File: config.mk
export PLATFORM = sky130hd
export DESIGN_NAME = mem_wb_stage_flat
export DESIGN_NICKNAME = d
export VERILOG_FILES = /design/src/rtl/mem_wb_stage_pkg.sv /design/src/rtl/mem_wb_stage_if.sv /design/src/rtl/mem_wb_stage_mux.sv /design/src/rtl/mem_wb_stage.sv /design/src/flat_wrapper.sv
export SDC_FILE = /design/constraint.sdc
export NUM_CORES = 1
export LEC_CHECK = 0
export CAP_MARGIN = 20
export CORE_MARGIN = 8
export CORE_UTILIZATION = 45
export DETAILED_ROUTE_END_ITERATION = 7
export GPL_ROUTABILITY_DRIVEN = 0
export GPL_TIMING_DRIVEN = 0
export MAX_ROUTING_LAYER = met4
export PLACE_DENSITY = 0.72
export SLEW_MARGIN = 10
export SYNTH_ARGS = -nofsm -noshare
export SYNTH_HDL_FRONTEND = slang
export SYNTH_HIERARCHICAL = 1
export SYNTH_SLANG_ARGS = --single-unit
File: constraint.sdc
create_clock -name i_clk -period 2.2 [get_ports i_clk]
set_input_delay 0.33 -clock i_clk [delete_from_list [all_inputs] [get_ports i_clk]]
set_output_delay 0.33 -clock i_clk [all_outputs]
set_load 0.005 [all_outputs]
File: src/rtl/mem_wb_stage_pkg.sv
// Shared widths, write-back source codes and FSM encoding for the MEM/WB boundary.
package mem_wb_stage_pkg;

  localparam int unsigned DEFAULT_IO_BUS_SIZE   = 32;
  localparam int unsigned DEFAULT_REG_ADDR_SIZE = 5;
  localparam int unsigned DEFAULT_COUNT_SIZE    = 32;

  // Write-back source select codes; 2'b11 is reserved and yields a zero word.
  localparam logic [1:0] WB_SRC_ALU  = 2'b00;
  localparam logic [1:0] WB_SRC_MEM  = 2'b01;
  localparam logic [1:0] WB_SRC_RET  = 2'b10;
  localparam logic [1:0] WB_SRC_RSVD = 2'b11;

  // Number of real sources feeding the generic mux.
  localparam int unsigned WB_CHANNELS = 3;

  typedef enum logic {
    StRun    = 1'b0,
    StHalted = 1'b1
  } state_e;

endpackage

File: src/rtl/mem_wb_stage_if.sv
// Signal bundle between the memory stage / register file and the MEM/WB register.
interface mem_wb_stage_if
  import mem_wb_stage_pkg::*;
#(
  parameter int unsigned IO_BUS_SIZE   = DEFAULT_IO_BUS_SIZE,
  parameter int unsigned REG_ADDR_SIZE = DEFAULT_REG_ADDR_SIZE,
  parameter int unsigned COUNT_SIZE    = DEFAULT_COUNT_SIZE
);

  // Memory-stage side
  logic                     i_enable;
  logic                     i_flush;
  logic                     i_valid;
  logic                     i_halt;
  logic                     i_reg_wr;
  logic [1:0]               i_wb_src;
  logic [REG_ADDR_SIZE-1:0] i_wr_reg_addr;
  logic [IO_BUS_SIZE-1:0]   i_mem_rd;
  logic [IO_BUS_SIZE-1:0]   i_alu_result;
  logic [IO_BUS_SIZE-1:0]   i_return_addr;

  // Register-file / debug side
  logic                     o_reg_wr;
  logic [REG_ADDR_SIZE-1:0] o_wr_reg_addr;
  logic [IO_BUS_SIZE-1:0]   o_wb_data;
  logic                     o_valid;
  logic                     o_halt;
  logic [COUNT_SIZE-1:0]    o_retired;

  modport master (
    output i_enable, i_flush, i_valid, i_halt, i_reg_wr, i_wb_src, i_wr_reg_addr,
    output i_mem_rd, i_alu_result, i_return_addr,
    input  o_reg_wr, o_wr_reg_addr, o_wb_data, o_valid, o_halt, o_retired
  );

  modport slave (
    input  i_enable, i_flush, i_valid, i_halt, i_reg_wr, i_wb_src, i_wr_reg_addr,
    input  i_mem_rd, i_alu_result, i_return_addr,
    output o_reg_wr, o_wr_reg_addr, o_wb_data, o_valid, o_halt, o_retired
  );

endinterface

File: src/rtl/mem_wb_stage_mux.sv
// Generic N-channel one-of-N word selector; selects outside 0..CHANNELS-1 give zero.
module mem_wb_stage_mux #(
  parameter int unsigned CHANNELS = 3,
  parameter int unsigned BUS_SIZE = 32,
  localparam int unsigned SelSize = (CHANNELS > 1) ? $clog2(CHANNELS) : 1
) (
  input  logic [SelSize-1:0]           i_sel,
  input  logic [CHANNELS*BUS_SIZE-1:0] i_data,
  output logic [BUS_SIZE-1:0]          o_data
);

  // Channel ch lives at bits [ch*BUS_SIZE +: BUS_SIZE] of the flattened input.
  always_comb begin
    o_data = '0;
    for (int unsigned ch = 0; ch < CHANNELS; ch++) begin
      if (i_sel == SelSize'(ch)) begin
        o_data = i_data[ch*BUS_SIZE +: BUS_SIZE];
      end
    end
  end

endmodule

File: src/rtl/mem_wb_stage.sv
// MEM/WB pipeline register: captures memory-stage results, selects the write-back word,
// qualifies the register-file strobe and tracks halt and retired-instruction count.
module mem_wb_stage
  import mem_wb_stage_pkg::*;
#(
  parameter int unsigned IO_BUS_SIZE   = DEFAULT_IO_BUS_SIZE,
  parameter int unsigned REG_ADDR_SIZE = DEFAULT_REG_ADDR_SIZE,
  parameter int unsigned COUNT_SIZE    = DEFAULT_COUNT_SIZE
) (
  input  logic         i_clk,
  input  logic         i_reset,
  mem_wb_stage_if.slave bus
);

  state_e                   state_q;
  logic                     valid_q;
  logic                     halt_q;
  logic                     reg_wr_q;
  logic [1:0]               wb_src_q;
  logic [REG_ADDR_SIZE-1:0] wr_reg_addr_q;
  logic [IO_BUS_SIZE-1:0]   mem_rd_q;
  logic [IO_BUS_SIZE-1:0]   alu_result_q;
  logic [IO_BUS_SIZE-1:0]   return_addr_q;
  logic [COUNT_SIZE-1:0]    retired_q;
  logic [IO_BUS_SIZE-1:0]   mux_data;

  // Pipeline register and RUN/HALTED FSM; HALTED freezes everything until reset.
  always_ff @(posedge i_clk or negedge i_reset) begin
    if (!i_reset) begin
      state_q       <= StRun;
      valid_q       <= 1'b0;
      halt_q        <= 1'b0;
      reg_wr_q      <= 1'b0;
      wb_src_q      <= WB_SRC_ALU;
      wr_reg_addr_q <= '0;
      mem_rd_q      <= '0;
      alu_result_q  <= '0;
      return_addr_q <= '0;
      retired_q     <= '0;
    end else if (state_q == StRun && bus.i_enable) begin
      if (bus.i_flush) begin
        valid_q       <= 1'b0;
        halt_q        <= 1'b0;
        reg_wr_q      <= 1'b0;
        wb_src_q      <= WB_SRC_ALU;
        wr_reg_addr_q <= '0;
        mem_rd_q      <= '0;
        alu_result_q  <= '0;
        return_addr_q <= '0;
      end else begin
        valid_q       <= bus.i_valid;
        // A halt on a bubble slot is meaningless, so only a real HALT is remembered.
        halt_q        <= bus.i_valid & bus.i_halt;
        reg_wr_q      <= bus.i_reg_wr;
        wb_src_q      <= bus.i_wb_src;
        wr_reg_addr_q <= bus.i_wr_reg_addr;
        mem_rd_q      <= bus.i_mem_rd;
        alu_result_q  <= bus.i_alu_result;
        return_addr_q <= bus.i_return_addr;
        if (bus.i_valid) begin
          retired_q <= retired_q + COUNT_SIZE'(1);
          if (bus.i_halt) begin
            state_q <= StHalted;
          end
        end
      end
    end
  end

  mem_wb_stage_mux #(
    .CHANNELS(WB_CHANNELS),
    .BUS_SIZE(IO_BUS_SIZE)
  ) u_wb_mux (
    .i_sel (wb_src_q),
    .i_data({return_addr_q, mem_rd_q, alu_result_q}),
    .o_data(mux_data)
  );

  // Output decode: reserved source reads as zero; strobe never fires for $zero,
  // bubbles, or the HALT instruction itself.
  always_comb begin
    bus.o_wb_data     = (wb_src_q == WB_SRC_RSVD) ? '0 : mux_data;
    bus.o_reg_wr      = reg_wr_q & valid_q & (wr_reg_addr_q != '0) & ~halt_q;
    bus.o_wr_reg_addr = wr_reg_addr_q;
    bus.o_valid       = valid_q;
    bus.o_halt        = (state_q == StHalted);
    bus.o_retired     = retired_q;
  end

endmodule

File: src/flat_wrapper.sv
// flat-port wrapper written by rule: the top's interface ports become plain ports
module mem_wb_stage_flat import mem_wb_stage_pkg::*;
#(
  parameter int unsigned IO_BUS_SIZE   = DEFAULT_IO_BUS_SIZE,
  parameter int unsigned REG_ADDR_SIZE = DEFAULT_REG_ADDR_SIZE,
  parameter int unsigned COUNT_SIZE    = DEFAULT_COUNT_SIZE
)
  (i_clk, i_reset, bus_i_enable, bus_i_flush, bus_i_valid, bus_i_halt, bus_i_reg_wr, bus_i_wb_src, bus_i_wr_reg_addr, bus_i_mem_rd, bus_i_alu_result, bus_i_return_addr, bus_o_reg_wr, bus_o_wr_reg_addr, bus_o_wb_data, bus_o_valid, bus_o_halt, bus_o_retired);
  mem_wb_stage_if #(.IO_BUS_SIZE(IO_BUS_SIZE), .REG_ADDR_SIZE(REG_ADDR_SIZE), .COUNT_SIZE(COUNT_SIZE)) bus_i ();
  input  logic i_clk;
  input  logic i_reset;
  input wire logic [$bits(bus_i.i_enable)-1:0] bus_i_enable;
  input wire logic [$bits(bus_i.i_flush)-1:0] bus_i_flush;
  input wire logic [$bits(bus_i.i_valid)-1:0] bus_i_valid;
  input wire logic [$bits(bus_i.i_halt)-1:0] bus_i_halt;
  input wire logic [$bits(bus_i.i_reg_wr)-1:0] bus_i_reg_wr;
  input wire logic [$bits(bus_i.i_wb_src)-1:0] bus_i_wb_src;
  input wire logic [$bits(bus_i.i_wr_reg_addr)-1:0] bus_i_wr_reg_addr;
  input wire logic [$bits(bus_i.i_mem_rd)-1:0] bus_i_mem_rd;
  input wire logic [$bits(bus_i.i_alu_result)-1:0] bus_i_alu_result;
  input wire logic [$bits(bus_i.i_return_addr)-1:0] bus_i_return_addr;
  output wire logic [$bits(bus_i.o_reg_wr)-1:0] bus_o_reg_wr;
  output wire logic [$bits(bus_i.o_wr_reg_addr)-1:0] bus_o_wr_reg_addr;
  output wire logic [$bits(bus_i.o_wb_data)-1:0] bus_o_wb_data;
  output wire logic [$bits(bus_i.o_valid)-1:0] bus_o_valid;
  output wire logic [$bits(bus_i.o_halt)-1:0] bus_o_halt;
  output wire logic [$bits(bus_i.o_retired)-1:0] bus_o_retired;
  assign bus_i.i_enable = bus_i_enable;
  assign bus_i.i_flush = bus_i_flush;
  assign bus_i.i_valid = bus_i_valid;
  assign bus_i.i_halt = bus_i_halt;
  assign bus_i.i_reg_wr = bus_i_reg_wr;
  assign bus_i.i_wb_src = bus_i_wb_src;
  assign bus_i.i_wr_reg_addr = bus_i_wr_reg_addr;
  assign bus_i.i_mem_rd = bus_i_mem_rd;
  assign bus_i.i_alu_result = bus_i_alu_result;
  assign bus_i.i_return_addr = bus_i_return_addr;
  assign bus_o_reg_wr = bus_i.o_reg_wr;
  assign bus_o_wr_reg_addr = bus_i.o_wr_reg_addr;
  assign bus_o_wb_data = bus_i.o_wb_data;
  assign bus_o_valid = bus_i.o_valid;
  assign bus_o_halt = bus_i.o_halt;
  assign bus_o_retired = bus_i.o_retired;
  mem_wb_stage #(.IO_BUS_SIZE(IO_BUS_SIZE), .REG_ADDR_SIZE(REG_ADDR_SIZE), .COUNT_SIZE(COUNT_SIZE)) u_core (.i_clk(i_clk), .i_reset(i_reset), .bus(bus_i));
endmodule
Word level (Yosys, flattened, before mapping)
Index checks and enable logic that the tools add are counted.
{ "totals": {"out_inout_bits": 72, "reg_bits": 139} }
{ "classes": {"mux": 12, "n_reduce_logical": 5, "addsub": 1, "n_bitwise": 7, "eq_ne": 3} }
{ "op_table": {"columns": ["cell", "n"], "rows": [
  ["$mux W32", 7],
  ["$add A32 B1 Y32 const B", 1],
  ["$mux W5", 1],
  ["$reduce_bool A5 Y1", 1],
  ["$and A1 B1 Y1", 4],
  ["$eq A2 B2 Y1 const B", 2],
  ["$reduce_and A4 Y1", 1],
  ["$mux W1", 3],
  ["$not A1 Y1", 3],
  ["$reduce_and A3 Y1", 1],
  ["$eq A2 B1 Y1 const B", 1],
  ["$logic_not A2 Y1", 1],
  ["$mux W2", 1],
  ["$logic_and A1 B1 Y1", 1]
]} }

Logic depth before layout (Yosys ltp)
{ "depth": {"word_depth": 5, "mapped_depth": 6, "mapped_depth_nobuf": 5} }

Cells and area by module
Netlist, hierarchy kept.
{ "modules_own_cells": {"columns": ["module", "area_per_inst_um2", "cells_per_inst", "n_inst", "seq_area_each_um2"], "rows": [
  ["mem_wb_stage", 6162.2, 630, 1, 3478.3],
  ["mem_wb_stage_mux", 787.0, 77, 1, 0.0]
]} }

Worst setup path after synthesis
Ideal clock, no wire load.
{ "synth_path": {"path_type": "register to register", "from": "reg u_core.state_q, in the netlist u_core/bus.o_halt", "to": "reg u_core.retired_q[18], in the netlist u_core/bus.o_retired[18]", "slack_ps": 579, "period_less_slack_ps": 1621, "arrival_time_ps": 1542, "path_buffers": 1, "setup_ps": 79, "required_time_ps": 2121, "stages_incl_launch_ff": 6, "cell_sequence": "dfrtp_1 nand4bb_1 buf_6 or4_4 nor4_4 xor2_1"} }
{ "synth_between": {"elab_chain_cells": 3} }
{ "synth_lines": {"columns": ["element", "line", "rtl"], "rows": [
  ["start, declared", "mem_wb_stage.sv:15", "state_e state_q;"],
  ["start signal, assigned", "mem_wb_stage.sv:30", "state_q <= StRun;"],
  ["start signal, assigned", "mem_wb_stage.sv:63", "state_q <= StHalted;"],
  ["$not A1 Y1", "mem_wb_stage.sv:40", "end else if (state_q == StRun && bus.i_enable) begin"],
  ["$logic_and A1 B1 Y1", "mem_wb_stage.sv:40", null],
  ["$reduce_and A3 Y1 (no line)", null, null],
  ["end signal, assigned", "mem_wb_stage.sv:61", "retired_q <= retired_q + COUNT_SIZE'(1);"],
  ["end, declared", "mem_wb_stage.sv:24", "logic [COUNT_SIZE-1:0] retired_q;"]
]} }
No other way between the ends.
A chain may end at the register's enable or synchronous reset.

Final worst setup path
{ "layout_path": {"from": "reg u_core.wb_src_q[0]", "to": "out bus_o_wb_data[29]"} }
{ "layout_between": {"elab_chain_cells": 5, "word_cells_on_any_way": 8, "classes_between": "3 x eq/ne; 4 x mux; 1 x reduce/logical"} }
{ "layout_lines": {"columns": ["element", "line", "rtl"], "rows": [
  ["start, declared", "mem_wb_stage.sv:19", "logic [1:0] wb_src_q;"],
  ["start signal, assigned", "mem_wb_stage.sv:55", "wb_src_q <= bus.i_wb_src;"],
  ["$logic_not A2 Y1", "mem_wb_stage_mux.sv:16", "if (i_sel == SelSize'(ch)) begin"],
  ["$mux W32 (2 in series)", "mem_wb_stage_mux.sv:16", null],
  ["$mux W32 (*)", "mem_wb_stage_mux.sv:16", null],
  ["named net u_core.mux_data[29]", "mem_wb_stage.sv:25", "logic [IO_BUS_SIZE-1:0] mux_data;"],
  ["$mux W32 (*)", "mem_wb_stage.sv:82", "bus.o_wb_data = (wb_src_q == WB_SRC_RSVD) ? '0 : mux_data;"],
  ["end, declared", "flat_wrapper.sv:24", "output wire logic [$bits(bus_i.o_wb_data)-1:0] bus_o_wb_data;"]
]} }
The timed path passes the listed nets; every way through them passes the cells marked *.

==> results.yml <==
outcome:
  status: "complete, but fails checks"
  violations_in_the_final_reports: "setup timing"
sta:
  final_hold_vio_count: 0
  setup_viol: 1
  final.setup.worst_slack_ns: -0.00701
  slew_headroom: 0.593
  worst_clock_skew_ns: 0.00731
  worst-slew-pin-transition_ns: 0.607
  rsz_0062_raised_after_global_routing: "true"
  min_period_over_period: 1.00
  minimum_period_implied_by_the_final_worst_setup_slack_ns: 2.21
  fmax_ghz: 0.453
  timing_max_transition_violations_final: 0
synth:
  library_cell_occupying_the_most_area_in_the_post_synthesis_netlist: "sky130_fd_sc_hd__dfrtp_1"
  yosysSeqAreaShare: 0.501
  postSynthNetCount: 818
  synth-edff-count: 0
  synthesis.instances: 707
  ys_async_sr_fraction: 1.00
  post-synth-top-count-cell: "sky130_fd_sc_hd__dfrtp_1"
  syn-mean-instance-area_um2: 9.83
  synth.lib_cells_used.distinct: 36
  synth_area_um2: 6950
  postSynthRegisterBits: 139
  yosysWarnings: 6
  synth_top_flop_cell: "sky130_fd_sc_hd__dfrtp_1"
  synth.cells.most_frequent: "sky130_fd_sc_hd__dfrtp_1, sky130_fd_sc_hd__nand2_1, sky130_fd_sc_hd__nand2b_1"
  synth_top_cells_by_area: "sky130_fd_sc_hd__dfrtp_1, sky130_fd_sc_hd__nand2b_1, sky130_fd_sc_hd__o21ai_0"
  yosysTopAreaCellShare: 0.501
die:
  die_h_um: 140
  placementRows: 45
  floorplan.initialDensity: 0.459
  die_width_um: 140
  design.core.area_um2: 15100
  dieArea_um2: 19700
  design.portCount: 182
setup_path:
  critPathMaxStageDelay_ns: 0.39
  critPathCaptureType: "primary output"
  path_cells: "buf_6 -> nor2b_4 -> buf_8 -> buf_6 -> o2bb2ai_1 -> and2_4 -> buf_2"
  worstPathMaxFanout: 6
  required_ns: 1.87
  arrival_ns: 1.88
  setup.worst_path.start_class: "flop"
  crit_path_frequent_cell: "sky130_fd_sc_hd__buf_6"
  crit_path_top_delay_cell: "sky130_fd_sc_hd__dfrtp_1"
  critical_path_class: "reg -> out"
drt:
  detail_route.drc_violations: 0
  total_wire_length_um: 20600
  number_of_detailed_route_iterations_in_the_first_pass: 5
  drt-vias-per-instance: 5.28
  routed_wire_length_per_instance_um: 18.4
  drt_first_iter_violations: 375
  detailroute.via_count: 5924
  antenna_violating_nets_post_route: 0
global_route:
  wire_length_of_the_first_global_routing_pass_um: 32400
  globalRoute.totalOverflow: 0
  first_global_vias: 6245
  maximum_number_of_pins_on_one_net_before_global_route_repair: 90
  antenna_found_initial: 0
  global_route_usage_over_all_layers: 0.216
min_path:
  min_path_type: "in -> async"
clock_tree:
  cts_tree: "done"
  cts.path.max_buffers: 2
  cts_htree_levels: 4
  clock_insertion_delay_worst_skew_ns: 0.42
  cts_inserted_buffers: 17
  cts.reportedPaths.clkPinSlew_ns: 0.06
  cts_root_buf: "sky130_fd_sc_hd__clkbuf_16"
  cts_num_sinks: 139
layout:
  drive_above_1_share: 0.148
  fin_nets: 1033
  syn2layout_area_growth_pct: 41.8
  multi_input_area_um2: 3320
  utilization: 0.651
  filler_cell_count: 1223
  seqCellArea_um2: 3480
  n_antenna_cell: 0
  finalNonFillerCells: 1123
pwr:
  irDropWorstVdd_mv: 0.590
  power.density_nw_per_um2: 982
  p_leak_nw: 4.27
place:
  place.detailed.hpwl_um: 15100
  number_of_port_buffers: 181
  numPlacedInstances: 1077
job:
  drv.max_cap_violation_count: 0
-- cells in the final DEF (no fill, tap or decap), drive strengths merged, types with 6 or more instances in the layout --
cell,Yosys,routed
and2,33,33
buf,12,49
clkbuf,38,60
clkdlybuf4s50,0,147
clkinv,0,6
dfrtp,139,139
mux2i,32,32
nand2,122,122
nand2b,105,105
nand3,12,12
nand4,14,14
nor2,6,6
o21ai,104,104
o2bb2ai,32,32
xnor2,23,23
xor2,8,8
-- flip-flops by register name, summed over array words and instances, names as in the netlist --
signal	flops
u_core/reg_wr_q	1
u_core/wb_src_q	2
u_core/alu_result_q	32
u_core/bus.o_wr_reg_addr	5
u_core/halt_q	1
u_core/return_addr_q	32
u_core/bus.o_halt	1
u_core/bus.o_valid	1
u_core/bus.o_retired	32
u_core/mem_rd_q	32
-- timing repair --
action | 4_1_cts | 5_1_grt
setup endpoints to repair | 33 | 38
pin swaps | 0 | 3
resized for setup | 123 | 41
hold endpoints to repair | 50 | 0
hold buffers | 1 | 0
setup buffers | 12 | 2
gates cloned | 1 | 0
-- cells by family after synthesis --
logic type | Yosys count | synth area share
buffers and inverters | 51 | 0.0382
AOI/OAI and AO/OA | 138 | 0.127
DFF | 139 | 0.501
xor gates and xnor gates | 31 | 0.0391
and+or+nand+nor | 315 | 0.248
muxes | 32 | 0.0461
adders and majority gates | 1 | 0.00180
-- metal layers --
layer / vias to the layer above / share of wire / track usage
met5: - / 0 / -
met4: 0 / 0.011 / 0.0680
met3: 22 / 0.048 / 0.0391
met2: 200 / 0.50 / 0.350
met1: 2894 / 0.45 / 0.270
li1: 2808 / - / -
-- final cells by class --
| type | count | area share |
|---|---|---|
| Buffer | 48 | 0.0283 |
| Inverter | 1 | 0.000381 |
| Tap cell | 188 | 0.0239 |
| Sequential cell | 139 | 0.353 |
| Clock buffer | 20 | 0.0474 |
| Multi-Input combinational cell | 517 | 0.337 |
| Clock inverter | 12 | 0.0171 |
| Timing Repair Buffer | 198 | 0.193 |
-- where the power goes --
group	total [mW]	switching [mW]	internal (mW)
sequential	3.60	0.440	3.16
clock	3.05	1.07	1.98
combinational	3.03	1.42	1.62
-- path summary, 6_finish.rpt --
path,cells past startpoint,end,slack [ns],startpoint
max,7,bus_o_wb_data[29],-0.007,u_core/wb_src_q[0]
min,2,u_core/mem_rd_q[6],0.43,i_reset
max reg2reg,6,u_core/return_addr_q[29],0.20,u_core/bus.o_halt
min reg2reg,1,u_core/bus.o_retired[31],0.47,u_core/bus.o_retired[31]
max in group asynchronous,3,u_core/wb_src_q[1],0.98,i_reset
min in group i_clk,1,u_core/bus.o_retired[31],0.47,u_core/bus.o_retired[31]
-- critical path, delay by kind of cell, from the launching register on --
family | cells | cell delay, ns
flops | 1 | 0.39
simple gates | 2 | 0.43
compound gates | 1 | 0.13
buf+inv | 4 | 0.52
-- per-stage QoR --
stage                     hold slack (ns)  cell area (um^2)  setup TNS [ns]  setup slack, ns  total power [mW]
after floorplan                    0.0344              6950               0            0.579              4.96
after global placement              0.462              9000         -640.66            -4.57              6.36
after detailed placement            0.302              9020          -11.89           -0.278              6.44
after CTS                           0.432              9730         -0.0602          -0.0452              9.53
after global routing                0.468              9860          -0.504          -0.0725              10.2
final                               0.428              9860        -0.00701         -0.00701              9.67
Note: power is estimated with default switching activity, not from simulation.
